## config.mk

```make
export PLATFORM = sky130hd
export DESIGN_NAME = axi_lite_cmd_arbiter
export DESIGN_NICKNAME = d
export VERILOG_FILES = /design/src/rtl/axi_lite_cmd_arbiter.sv
export SDC_FILE = /design/constraint.sdc
export NUM_CORES = 1
export LEC_CHECK = 0
export ABC_CLOCK_PERIOD_IN_PS = 9800
export BUFFER_PORTS_ARGS = -buffer_cell sky130_fd_sc_hd__buf_2
export CORE_MARGIN = 4
export CORE_UTILIZATION = 25
export CTS_CLUSTER_DIAMETER = 30
export DETAILED_ROUTE_END_ITERATION = 12
export PLACE_DENSITY = 0.53
export SYNTH_ARGS = -nofsm -noshare
export SYNTH_HDL_FRONTEND = slang
export SYNTH_SLANG_ARGS = --single-unit
export TNS_END_PERCENT = 1
```

## constraint.sdc

```tcl
create_clock -name clk -period 9.8 [get_ports clk]
set_clock_uncertainty 0.05 [all_clocks]
set_input_delay 0.49 -clock clk [delete_from_list [all_inputs] [get_ports clk]]
set_output_delay 0.49 -clock clk [all_outputs]
set_load 0.01 [all_outputs]
```

## src/rtl/axi_lite_cmd_arbiter.sv

```systemverilog
// Round-robin arbiter sharing one AXI-lite master command port between N_REQ requesters.
// Latency: grant+start 1 cycle after request seen in IDLE; response 1 cycle after m_done.
// Backpressure: requesters hold req_valid until their req_ready pulse; one command in flight.
module axi_lite_cmd_arbiter #(
  parameter int N_REQ   = 4,
  parameter int ADDR_W  = 32,
  parameter int DATA_W  = 32,
  parameter int TIMEOUT = 255
) (
  input  logic                      clk,
  input  logic                      rst,
  input  logic [N_REQ-1:0]          req_valid,
  input  logic [N_REQ-1:0]          req_mode,
  input  logic [N_REQ*ADDR_W-1:0]   req_addr,
  input  logic [N_REQ*DATA_W-1:0]   req_wdata,
  output logic [N_REQ-1:0]          req_ready,
  output logic [N_REQ-1:0]          rsp_valid,
  output logic [DATA_W-1:0]         rsp_rdata,
  output logic                      rsp_err,
  output logic                      m_start,
  output logic                      m_mode,
  output logic [ADDR_W-1:0]         m_addr,
  output logic [DATA_W-1:0]         m_wdata,
  input  logic [DATA_W-1:0]         m_rdata,
  input  logic                      m_done,
  output logic                      busy
);

  localparam int IDX_W = (N_REQ > 1) ? $clog2(N_REQ) : 1;
  localparam logic [N_REQ-1:0] ONE = {{(N_REQ-1){1'b0}}, 1'b1};
  localparam logic [7:0] TIMEOUT_C = 8'(TIMEOUT);
  localparam logic [IDX_W-1:0] LAST_RST = IDX_W'(N_REQ - 1);

  typedef enum logic [2:0] {S_IDLE, S_ISSUE, S_WAIT, S_RESP, S_DRAIN} state_t;

  state_t              state_q, state_d;
  logic [IDX_W-1:0]    last_q, last_d;
  logic [IDX_W-1:0]    win_q, win_d;
  logic                m_mode_q, m_mode_d;
  logic [ADDR_W-1:0]   m_addr_q, m_addr_d;
  logic [DATA_W-1:0]   m_wdata_q, m_wdata_d;
  logic [7:0]          cnt_q, cnt_d;
  logic [N_REQ-1:0]    req_ready_q, req_ready_d;
  logic [N_REQ-1:0]    rsp_valid_q, rsp_valid_d;
  logic [DATA_W-1:0]   rsp_rdata_q, rsp_rdata_d;
  logic                rsp_err_q, rsp_err_d;
  logic                m_start_q, m_start_d;

  logic                found;
  logic [IDX_W-1:0]    pick;

  // Round-robin search starting just after the previous winner, wrapping around.
  always_comb begin
    logic [IDX_W-1:0] idx;
    found = 1'b0;
    pick  = last_q;
    idx   = last_q;
    for (int k = 1; k <= N_REQ; k++) begin
      idx = IDX_W'((int'(last_q) + k) % N_REQ);
      if (!found && req_valid[idx]) begin
        found = 1'b1;
        pick  = idx;
      end
    end
  end

  // Next-state and next-output logic; every output is registered from these values.
  always_comb begin
    state_d     = state_q;
    last_d      = last_q;
    win_d       = win_q;
    m_mode_d    = m_mode_q;
    m_addr_d    = m_addr_q;
    m_wdata_d   = m_wdata_q;
    cnt_d       = cnt_q;
    req_ready_d = '0;
    rsp_valid_d = '0;
    rsp_rdata_d = rsp_rdata_q;
    rsp_err_d   = rsp_err_q;
    m_start_d   = 1'b0;
    case (state_q)
      S_IDLE: begin
        if (found) begin
          state_d     = S_ISSUE;
          win_d       = pick;
          last_d      = pick;
          m_mode_d    = req_mode[pick];
          m_addr_d    = req_addr[int'(pick)*ADDR_W +: ADDR_W];
          m_wdata_d   = req_wdata[int'(pick)*DATA_W +: DATA_W];
          req_ready_d = ONE << pick;
          m_start_d   = 1'b1;
        end
      end
      S_ISSUE: begin
        cnt_d   = '0;
        state_d = S_WAIT;
      end
      S_WAIT: begin
        if (m_done) begin
          rsp_rdata_d = m_mode_q ? '0 : m_rdata;
          rsp_err_d   = 1'b0;
          rsp_valid_d = ONE << win_q;
          state_d     = S_RESP;
        end else if (cnt_q == TIMEOUT_C) begin
          rsp_rdata_d = '0;
          rsp_err_d   = 1'b1;
          rsp_valid_d = ONE << win_q;
          state_d     = S_RESP;
        end else begin
          cnt_d = cnt_q + 8'd1;
        end
      end
      S_RESP: begin
        // After a timeout the slave still owes us a done; absorb it before reissuing.
        state_d = rsp_err_q ? S_DRAIN : S_IDLE;
      end
      S_DRAIN: begin
        if (m_done) state_d = S_IDLE;
      end
      default: state_d = S_IDLE;
    endcase
  end

  // State and output registers, cleared asynchronously so an aborted command vanishes.
  always_ff @(posedge clk or posedge rst) begin
    if (rst) begin
      state_q     <= S_IDLE;
      last_q      <= LAST_RST;
      win_q       <= '0;
      m_mode_q    <= 1'b0;
      m_addr_q    <= '0;
      m_wdata_q   <= '0;
      cnt_q       <= '0;
      req_ready_q <= '0;
      rsp_valid_q <= '0;
      rsp_rdata_q <= '0;
      rsp_err_q   <= 1'b0;
      m_start_q   <= 1'b0;
    end else begin
      state_q     <= state_d;
      last_q      <= last_d;
      win_q       <= win_d;
      m_mode_q    <= m_mode_d;
      m_addr_q    <= m_addr_d;
      m_wdata_q   <= m_wdata_d;
      cnt_q       <= cnt_d;
      req_ready_q <= req_ready_d;
      rsp_valid_q <= rsp_valid_d;
      rsp_rdata_q <= rsp_rdata_d;
      rsp_err_q   <= rsp_err_d;
      m_start_q   <= m_start_d;
    end
  end

  assign req_ready = req_ready_q;
  assign rsp_valid = rsp_valid_q;
  assign rsp_rdata = rsp_rdata_q;
  assign rsp_err   = rsp_err_q;
  assign m_start   = m_start_q;
  assign m_mode    = m_mode_q;
  assign m_addr    = m_addr_q;
  assign m_wdata   = m_wdata_q;
  assign busy      = (state_q != S_IDLE);

endmodule

```

==> results of run 1 <==
[through the flow]
stage	hold slack, ps	total power, W	instances
after floorplan	409.4	0.001999	631
after global placement	433.8	0.002378	1358
after detailed placement	435.2	0.002401	1358
after CTS	137.3	0.003087	1390
after global routing	176.0	0.003248	1391
final	121.3	0.003029	1391
[flip-flops by register name (all words and copies together) (netlist names)]
register and cells:
req_ready 4, win_q 2, m_wdata 32, rsp_rdata 32, rsp_valid 4, m_mode 1
last_q 2, rsp_err 1, m_start 1, m_addr 32, state_q 3, cnt_q 8
[per-layer routing]
metal  track usage, %  wire [um]  vias up  share of wire (%)
li1                 -          -     3176                  -
met1            18.96      10470     3296                 40
met2            28.42      13000      297                 50
met3            4.735       2168       29                8.3
met4            5.198        434        2                1.7
met5                0         10        -              0.038
[area by class of cell]
class                   instances  share of cell area (%)
multi-input cells             437                   35.75
flip-flops and latches        122                   31.33
repair buffers                416                   21.60
well taps                     378                   4.849
clock buffers                  17                   4.362
clock inverters                15                   1.835
inverters                       5                  0.2437
diodes                          1                 0.02566
[synthesized netlist by cell type (all sizes together) (6+ instances only)]
library cell | n | area share (%)
a22o | 32 | 4.0
mux2 | 65 | 10
buf | 52 | 6.4
a221o | 65 | 9.2
a21oi | 6 | 0.43
nand3 | 134 | 9.5
dfrtp | 120 | 43
nor2 | 18 | 0.96
nor3 | 6 | 0.50
mux2i | 66 | 9.4
nand2 | 8 | 0.53
clkbuf | 15 | 0.80
[path summary, 6_finish.rpt]
check | to | slack (ps) | from
max | m_wdata[6] | 6250 | last_q[1]
min | rsp_rdata[4] | 120 | rst
min in group clk | rsp_err | 240 | m_done
max reg2reg | m_wdata[6] | 6250 | last_q[1]
min reg2reg | rsp_rdata[30] | 450 | rsp_rdata[30]
max in group asynchronous | rsp_err | 8110 | rst
[worst max-delay path: stages (launching register included)]
cell	delay (ps)
dfstp_2	600
mux2i_1	200
nor2_1	80
a211oi_4	850
buf_4	860
mux2_1	400
a221o_1	330
[cell families (layout without fill, tap and decap cells)]
family / after synthesis / in the layout
xor+xnor: 6 / 6
other cells: 0 / 1
buf+inv: 72 / 453
mux: 131 / 131
flops: 122 / 122
simple gates: 188 / 188
fa+ha+maj: 1 / 1
compound gates: 111 / 111
[report_power, final]
part / switching (W) / leakage [nW] / internal [W]
registers: 0.000128 / 1.55 / 0.000722
logic: 0.000861 / 3.01 / 0.000649
clock network: 0.000283 / 0.292 / 0.000386
==> impl_metrics.yaml, run 1 <==
sta:
  hold_viol: 0
  fmax_ghz: 0.2818
  fin_crit_sh_pct: 36.21
  slew_violations: 0
  setup_viol: 0
  worstMarginPinSlew_ps: 1026
  layout_setup_ws_ps: 6252
  rsz0062_at_grt: "false"
  period_minus_slack_ps: 3548
  relSlewSlack_pct: 31.39
  tns_ps: 0
place:
  place_congestion: 0.7940
  hpwl_mm: 18.65
  portBuffers: 406
  placed_cell_area_um2: 9146
  dp_worst_setup_slack_ps: 6232
clock_tree:
  holdBufCountCts: 0
  postCtsSetupRepairBufs: 0
  cts_sinks: 122
  h-tree-depth: 4
  cts_resized: 0
  cts_tree: "done"
  cts_buffer_depth: 2
  clk_latency_ps: 420
  cts-buffers-inserted: 17
  clock-root-buffer: "clkbuf_16"
  clkTransAtPathRegs_ps: 70
synthesis:
  synth_nets: 931
  synth_cell_type_count: 42
  synth-seq-cells: 122
  synthMuxAreaShare_pct: 19.77
  synth_edf_count: 0
  synthCells: 631
  yosys.area_share.simple_pct: 13.84
  synthesis.area_um2: 7043
  synthAdderAreaFrac_pct: 0.1777
  synth_top_family_by_area: "multiplexers"
  ys_warn_count: 0
  syn_avg_cell_area_um2: 11.16
  seq_area_frac_synth_pct: 43.38
  yosys.area_share.xor_xnor_pct: 0.7461
  ys_async_sr_fraction_pct: 100.0
  synth_compound_area_share_pct: 14.57
  synth_ff_type: "dfrtp_1"
finish:
  layout_common_cells: "buf_2 (406), nand3_1 (134), dfrtp_1 (120)"
  fin_area_um2: 9753
  nets: 1299
  multi_input_area_um2: 3487
  utilization_pct: 35.11
  drive_gt1_share_pct: 46.94
  nFillCells: 2917
  final_common_cell: "buf_2"
  regArea_um2: 3055
  layout-area-overhead-vs-synth_pct: 38.48
floorplanning:
  initial_core_util_pct: 25.35
  die_h_um: 175.8
  fp.coreArea_um2: 27780
  io_pins: 407
  die_w_um: 175.8
  std_cell_rows: 61
  die_area_um2: 30920
worst_setup_path:
  cp-end-kind: "flop"
  crit_required_ps: 10050
  ff2ff_path_depth: 6
  path_class: "flop to flop"
  crit_path_start_kind: "flop"
  critPathArrivalTime_ps: 3790
  cp_max_fo: 63
routing:
  via_per_inst: 4.889
  wl_per_cell_um: 18.75
  route.detailed.drc: 0
  wl_mm: 26.09
  drtIter0Drc: 287
  dr.pass1.iters: 4
  num_vias: 6800
  postRouteAntennaNets: 0
global_route:
  grt_max_degree: 84
  overflow: 0
  grt_pass1_wl_mm: 39.44
  grt_pass1_vias: 6970
  groute.usage.overall_pct: 16.17
  antenna_found_initial: 2
pwr:
  cellLeakagePower_nw: 4.852
  p_per_area_nw_per_um2: 310.6
  ir_worst_vdd_mv: 0.1817
flow_run:
  drv_cap: 0
worst_hold_path:
  hp-class: "primary input to asynchronous set/reset pin"
status:
  outcome: "complete, no violations"
Power figures use the tool's default switching activity.
==> inputs of run 2 (changes only) <==
- ABC_AREA: default -> 1
- ABC_CLOCK_PERIOD_IN_PS: 9800 -> 3200
- clock period: 9.8 -> 3.2 ns (I/O delays scaled with it)
==> impl_metrics.yaml, run 2 <==
worst_hold_path:
  hold_depth: 5
  min-delay-start: "req_wdata[13]"
  hp-class: "primary input to flop"
  whs_endpoint: "m_wdata[13]"
synthesis:
  synth_ff_type: "dfrtp_1"
  synth-seq-cells: 122
  synth.largest_area_cell: "dfrtp_1"
  synthesis.area_um2: 7751
  seq_area_frac_synth_pct: 39.42
  ys_async_sr_fraction_pct: 100.0
  synthTopCellsByArea: "dfrtp_1 (39%), nand2_1 (21%), nand3_1 (18%)"
  synth_edf_count: 0
  synth_common_cells: "nand2_1 (429), nand3_1 (273), inv_1 (147)"
  ys_warn_count: 0
  synth_cell_type_count: 24
  syn_avg_cell_area_um2: 6.723
  synthCells: 1153
  synth_nets: 1453
  synth_top_area_share_pct: 38.74
  synthMostInstantiatedCell: "nand2_1"
routing:
  dr.pass1.iters: 5
  via_per_inst: 4.650
  wl_per_cell_um: 16.29
  wl_mm: 31.92
  postRouteAntennaNets: 0
  num_vias: 9109
  route.detailed.drc: 0
  drtIter0Drc: 596
finish:
  layout_common_cells: "nand2_1 (427), buf_2 (406), nand3_1 (273)"
  nFillCells: 3356
  layout-area-overhead-vs-synth_pct: 41.69
  drive_gt1_share_pct: 30.92
  final_common_cell: "nand2_1"
  nets: 1849
pwr:
  swShare_pct: 53.42
  internal_power_w: 0.006329
  clkPwrFrac_pct: 14.1
  p_per_area_nw_per_um2: 1237
  p_comb_share_pct: 66.5
  p_sw_w: 0.007258
  cellLeakagePower_nw: 6.467
  ir_worst_vdd_mv: 0.8673
  p_seq_share_pct: 19.5
sta:
  fin_crit_sh_pct: 87.48
  period_minus_slack_ps: 2799
  fmax_ghz: 0.3572
  setup_viol: 0
  hold_viol: 0
  fin_hold_ws_ps: 26.36
  worstMarginPinSlew_ps: 1207
  relSlewSlack_pct: 19.42
  tns_ps: 0
  rsz0062_at_grt: "false"
  slew_violations: 0
clock_tree:
  cts-buffers-inserted: 17
  cts_buffer_depth: 2
  holdBufCountCts: 34
  cts_tree: "done"
  clkTransAtPathRegs_ps: 60
  h-tree-depth: 4
  clk_latency_ps: 420
  postCtsSetupRepairBufs: 0
  cts_sinks: 122
  cts_resized: 0
  clock-root-buffer: "clkbuf_16"
place:
  place_congestion: 0.9304
  portBuffers: 406
  hpwl_mm: 22.89
worst_setup_path:
  worstReg2RegStart: "last_q[0]"
  critPathBufInv: 2
  path_class: "flop to flop"
  critPathSlowestCell: "dfstp_2"
  crit_chain: "inv_4, nand2_1, nand2_1, nand2_1, nand2_2, nand2_2, nand2_2, nand2_2, buf_4, nand3_1, nand2_1, nand2_1, nand3_1, nand2_1"
  max_stage_delay_ps: 670
  critPathArrivalTime_ps: 3050
  crit_path_start_kind: "flop"
  cp_max_fo: 65
  cp-end-kind: "flop"
  crit_required_ps: 3450
  crit_top_cell: "nand2_1"
  r2r_end: "m_addr[3]"
  path_delay_family: "simple AND/OR/NAND/NOR gates"
  ff2ff_path_depth: 14
  reg2reg_slack_ps: 400
floorplanning:
  io_pins: 407
  die_h_um: 184.1
  die_area_um2: 33890
  fp.coreArea_um2: 30590
  std_cell_rows: 64
  initial_core_util_pct: 25.34
  die_w_um: 184.1
global_route:
  grt_max_degree: 67
  antenna_found_initial: 1
  grt_pass1_wl_mm: 48.96
  grt_pass1_vias: 9124
  overflow: 0
  groute.usage.overall_pct: 18.08
flow_run:
  drv_cap: 0
status:
  outcome: "complete, no violations"
==> run 2: worst reg2reg max path, cell delays in order (launching register included) <==
cell	delay (ps)
dfstp_2	670
inv_4	110
nand2_1	70
nand2_1	80
nand2_1	90
nand2_2	70
nand2_2	130
nand2_2	80
nand2_2	100
buf_4	650
nand3_1	160
nand2_1	210
nand2_1	90
nand3_1	90
nand2_1	40
==> run 2: per-stage QoR <==
stage	total power [W]	utilization [%]	instances	area, um^2	worst slack, ps
2_1_floorplan	0.009072	-	1153	7755	1255
3_3_place_gp	0.01174	32.91	1892	10070	422.2
3_5_place_dp	0.01176	32.91	1892	10070	394.8
4_1_cts	0.01377	35.90	1958	10980	389.9
5_1_grt	0.01494	35.90	1959	10980	68.55
6_report	0.01359	35.90	1959	10980	400.6
==> run 2: how the worst max path moves through the flow <==
stage	from	endpoint	cells after the start
after floorplan	last_q[0]	m_wdata[10]	16
after global placement	last_q[0]	m_addr[3]	14
after detailed placement	last_q[0]	m_addr[3]	14
after CTS	last_q[0]	m_addr[3]	14
after global routing	last_q[0]	m_addr[3]	14
final	last_q[0]	m_addr[3]	14
==> run 2: kinds of logic (layout without fill, tap and decap cells) <==
group,count (synthesis),in the layout,share of synthesized area [%]
other,0,1,0
AND/OR/NAND/NOR,743,743,41.24
buffers and inverters,233,642,13.54
adder cells (fa/ha/maj),1,1,0.1614
AO/OA/AOI/OAI,53,53,5.521
XOR/XNOR,1,1,0.1130
flip-flops,122,122,39.42
==> run 2: per-layer routing <==
metal	vias to the layer above	GRT usage, %	routed length, um
met3	60	3.700	2200
met5	-	0	0
met1	4222	23.00	13560
li1	4461	-	-
met2	366	30.16	15160
met4	0	7.039	992
==> run 2: cell type report <==
cell class	count	area, um^2	area share [%]
multi-input cells	798	3669	33.40
flip-flops and latches	122	3055	27.82
repair buffers	458	2608	23.74
inverters	152	579.3	5.275
well taps	396	495.5	4.511
clock buffers	17	425.4	3.873
clock inverters	15	148.9	1.356
diodes	1	2.502	0.02278
==> run 2: power groups by stage <==
stage | clock network, W | logic, W | registers, W
2_1_floorplan | 0 | 0.00617 | 0.00290
3_3_place_gp | 0 | 0.00908 | 0.00265
3_5_place_dp | 0 | 0.00911 | 0.00266
4_1_cts | 0.00198 | 0.00915 | 0.00264
5_1_grt | 0.00204 | 0.0102 | 0.00272
6_report | 0.00191 | 0.00903 | 0.00264
==> inputs of run 3 (changes only) <==
- CAP_MARGIN: default -> 20
- PLACE_DENSITY: 0.53 -> 0.59
==> impl_metrics.yaml, run 3 (same netlist as run 2, synthesis figures left out) <==
status:
  outcome: "complete, no violations"
finish:
  nFillCells: 3318
  layout-area-overhead-vs-synth_pct: 42.39
  final_cells: 1962
  layout_common_cells: "nand2_1 (427), buf_2 (406), nand3_1 (273)"
  fin_area_um2: 11040
  final_common_cell: "nand2_1"
  utilization_pct: 36.08
  nets: 1852
  drive_gt1_share_pct: 30.80
place:
  hpwl_mm: 22.04
  place_congestion: 0.8426
  placed_cell_area_um2: 10100
  portBuffers: 406
  place_inst: 1895
routing:
  num_vias: 9002
  postRouteAntennaNets: 0
  drtIter0Drc: 432
  route.detailed.drc: 0
  wl_per_cell_um: 15.75
  wl_mm: 30.90
  dr.pass1.iters: 5
  via_per_inst: 4.588
pwr:
  cellLeakagePower_nw: 6.481
  p_per_area_nw_per_um2: 1249
  ir_worst_vdd_mv: 1.206
sta:
  hold_viol: 0
  tns_ps: 0
  fmax_ghz: 0.4092
  period_minus_slack_ps: 2444
  worstMarginPinSlew_ps: 1009
  relSlewSlack_pct: 32.68
  slew_violations: 0
  setup_viol: 0
  fin_crit_sh_pct: 76.36
  rsz0062_at_grt: "false"
global_route:
  grt_pass1_wl_mm: 46.93
  antenna_found_initial: 2
  groute.usage.overall_pct: 17.39
  overflow: 0
  grt_max_degree: 123
  grt_pass1_vias: 8964
flow_run:
  drv_cap: 0
worst_setup_path:
  crit_required_ps: 3450
  critPathArrivalTime_ps: 2690
  crit_path_start_kind: "flop"
  path_class: "flop to flop"
  cp_max_fo: 26
  cp-end-kind: "flop"
clock_tree:
  postCtsSetupRepairBufs: 0
  clkTransAtPathRegs_ps: 60
  clock-root-buffer: "clkbuf_16"
  cts_buffer_depth: 2
  cts_sinks: 122
  cts_tree: "done"
  h-tree-depth: 4
  clk_latency_ps: 420
  cts-buffers-inserted: 17
floorplanning:
  io_pins: 407
  std_cell_rows: 64
  die_area_um2: 33890
  initial_core_util_pct: 25.34
  die_w_um: 184.1
  fp.coreArea_um2: 30590
  die_h_um: 184.1
worst_hold_path:
  hp-class: "primary input to flop"
## run 3: cell count changes in the layout (fill, tap and decap cells not counted), sizes merged
cell      previous run  this run
inv                161       153
clkbuf              17        22
buf                424       427
bufinv               1         3
clkinvlp             2         4
clkinv               3         2
## run 3: per-stage QoR
| step | total power [W] | setup WS (ps) | hold WS [ps] |
|---|---|---|---|
| floorplan | 0.009072 | 1255 | 221.7 |
| global placement | 0.01177 | 762.5 | 331.2 |
| detailed placement | 0.01194 | 712.5 | 333.6 |
| CTS | 0.01406 | 712.0 | 11.72 |
| global route | 0.01515 | 465.9 | 34.28 |
| finish | 0.01378 | 756.4 | 36.23 |
## run 3: final timing paths
path,from,end,slack [ps],depth (start not counted)
max,last_q[0],m_addr[3],760,14
min,req_wdata[55],m_wdata[23],40,5
max reg2reg,last_q[0],m_addr[3],760,14
min reg2reg,win_q[1],rsp_valid[0],410,1
max in group asynchronous,rst,m_wdata[13],2120,4
min in group asynchronous,rst,m_addr[10],450,4
## run 3: layer usage
layer	global-route usage, %	part of all wire (%)	vias to the layer above
met5	0	0.065	-
met4	5.087	2.2	2
met3	3.344	6.2	48
met2	30.89	50	334
met1	21.38	42	4157
li1	-	-	4461
## run 3: critical path: stages, from the launching register on
cell and delay [ps]:
dfstp_2 660, inv_4 100, nand2_1 70, nand2_1 80, nand2_1 90, nand2_2 90, inv_4 110, nand3_2 100
inv_2 70, nand2_1 50, nand2_2 360, buf_12 240, nand2_1 110, nand3_1 90, nand2_1 50
## run 3: area by class of cell
type                       instances  area [um^2]  share of cell area, %
multi-input combinational        798         3669                  33.24
clock inverter                    10        143.9                  1.304
antenna                            1        2.502                0.02267
clock buffer                      22        454.2                  4.115
inverter                         152        579.3                  5.249
sequential                       122         3055                  27.68
tap                              396        495.5                  4.489
timing repair buffer             461         2638                  23.90
## run 3: timing repair
| action | CTS | global route |
|---|---|---|
| endpoints found under the setup margin | 0 | 0 |
| hold endpoints to repair | 153 | 0 |
| hold buffers | 34 | 0 |
| gates resized for setup | 0 | 0 |
## run 3: where the power goes
part	switching (W)	internal (W)
logic	0.00608	0.00304
registers	0.000376	0.00226
clock network	0.000762	0.00125
total	0.00722	0.00656
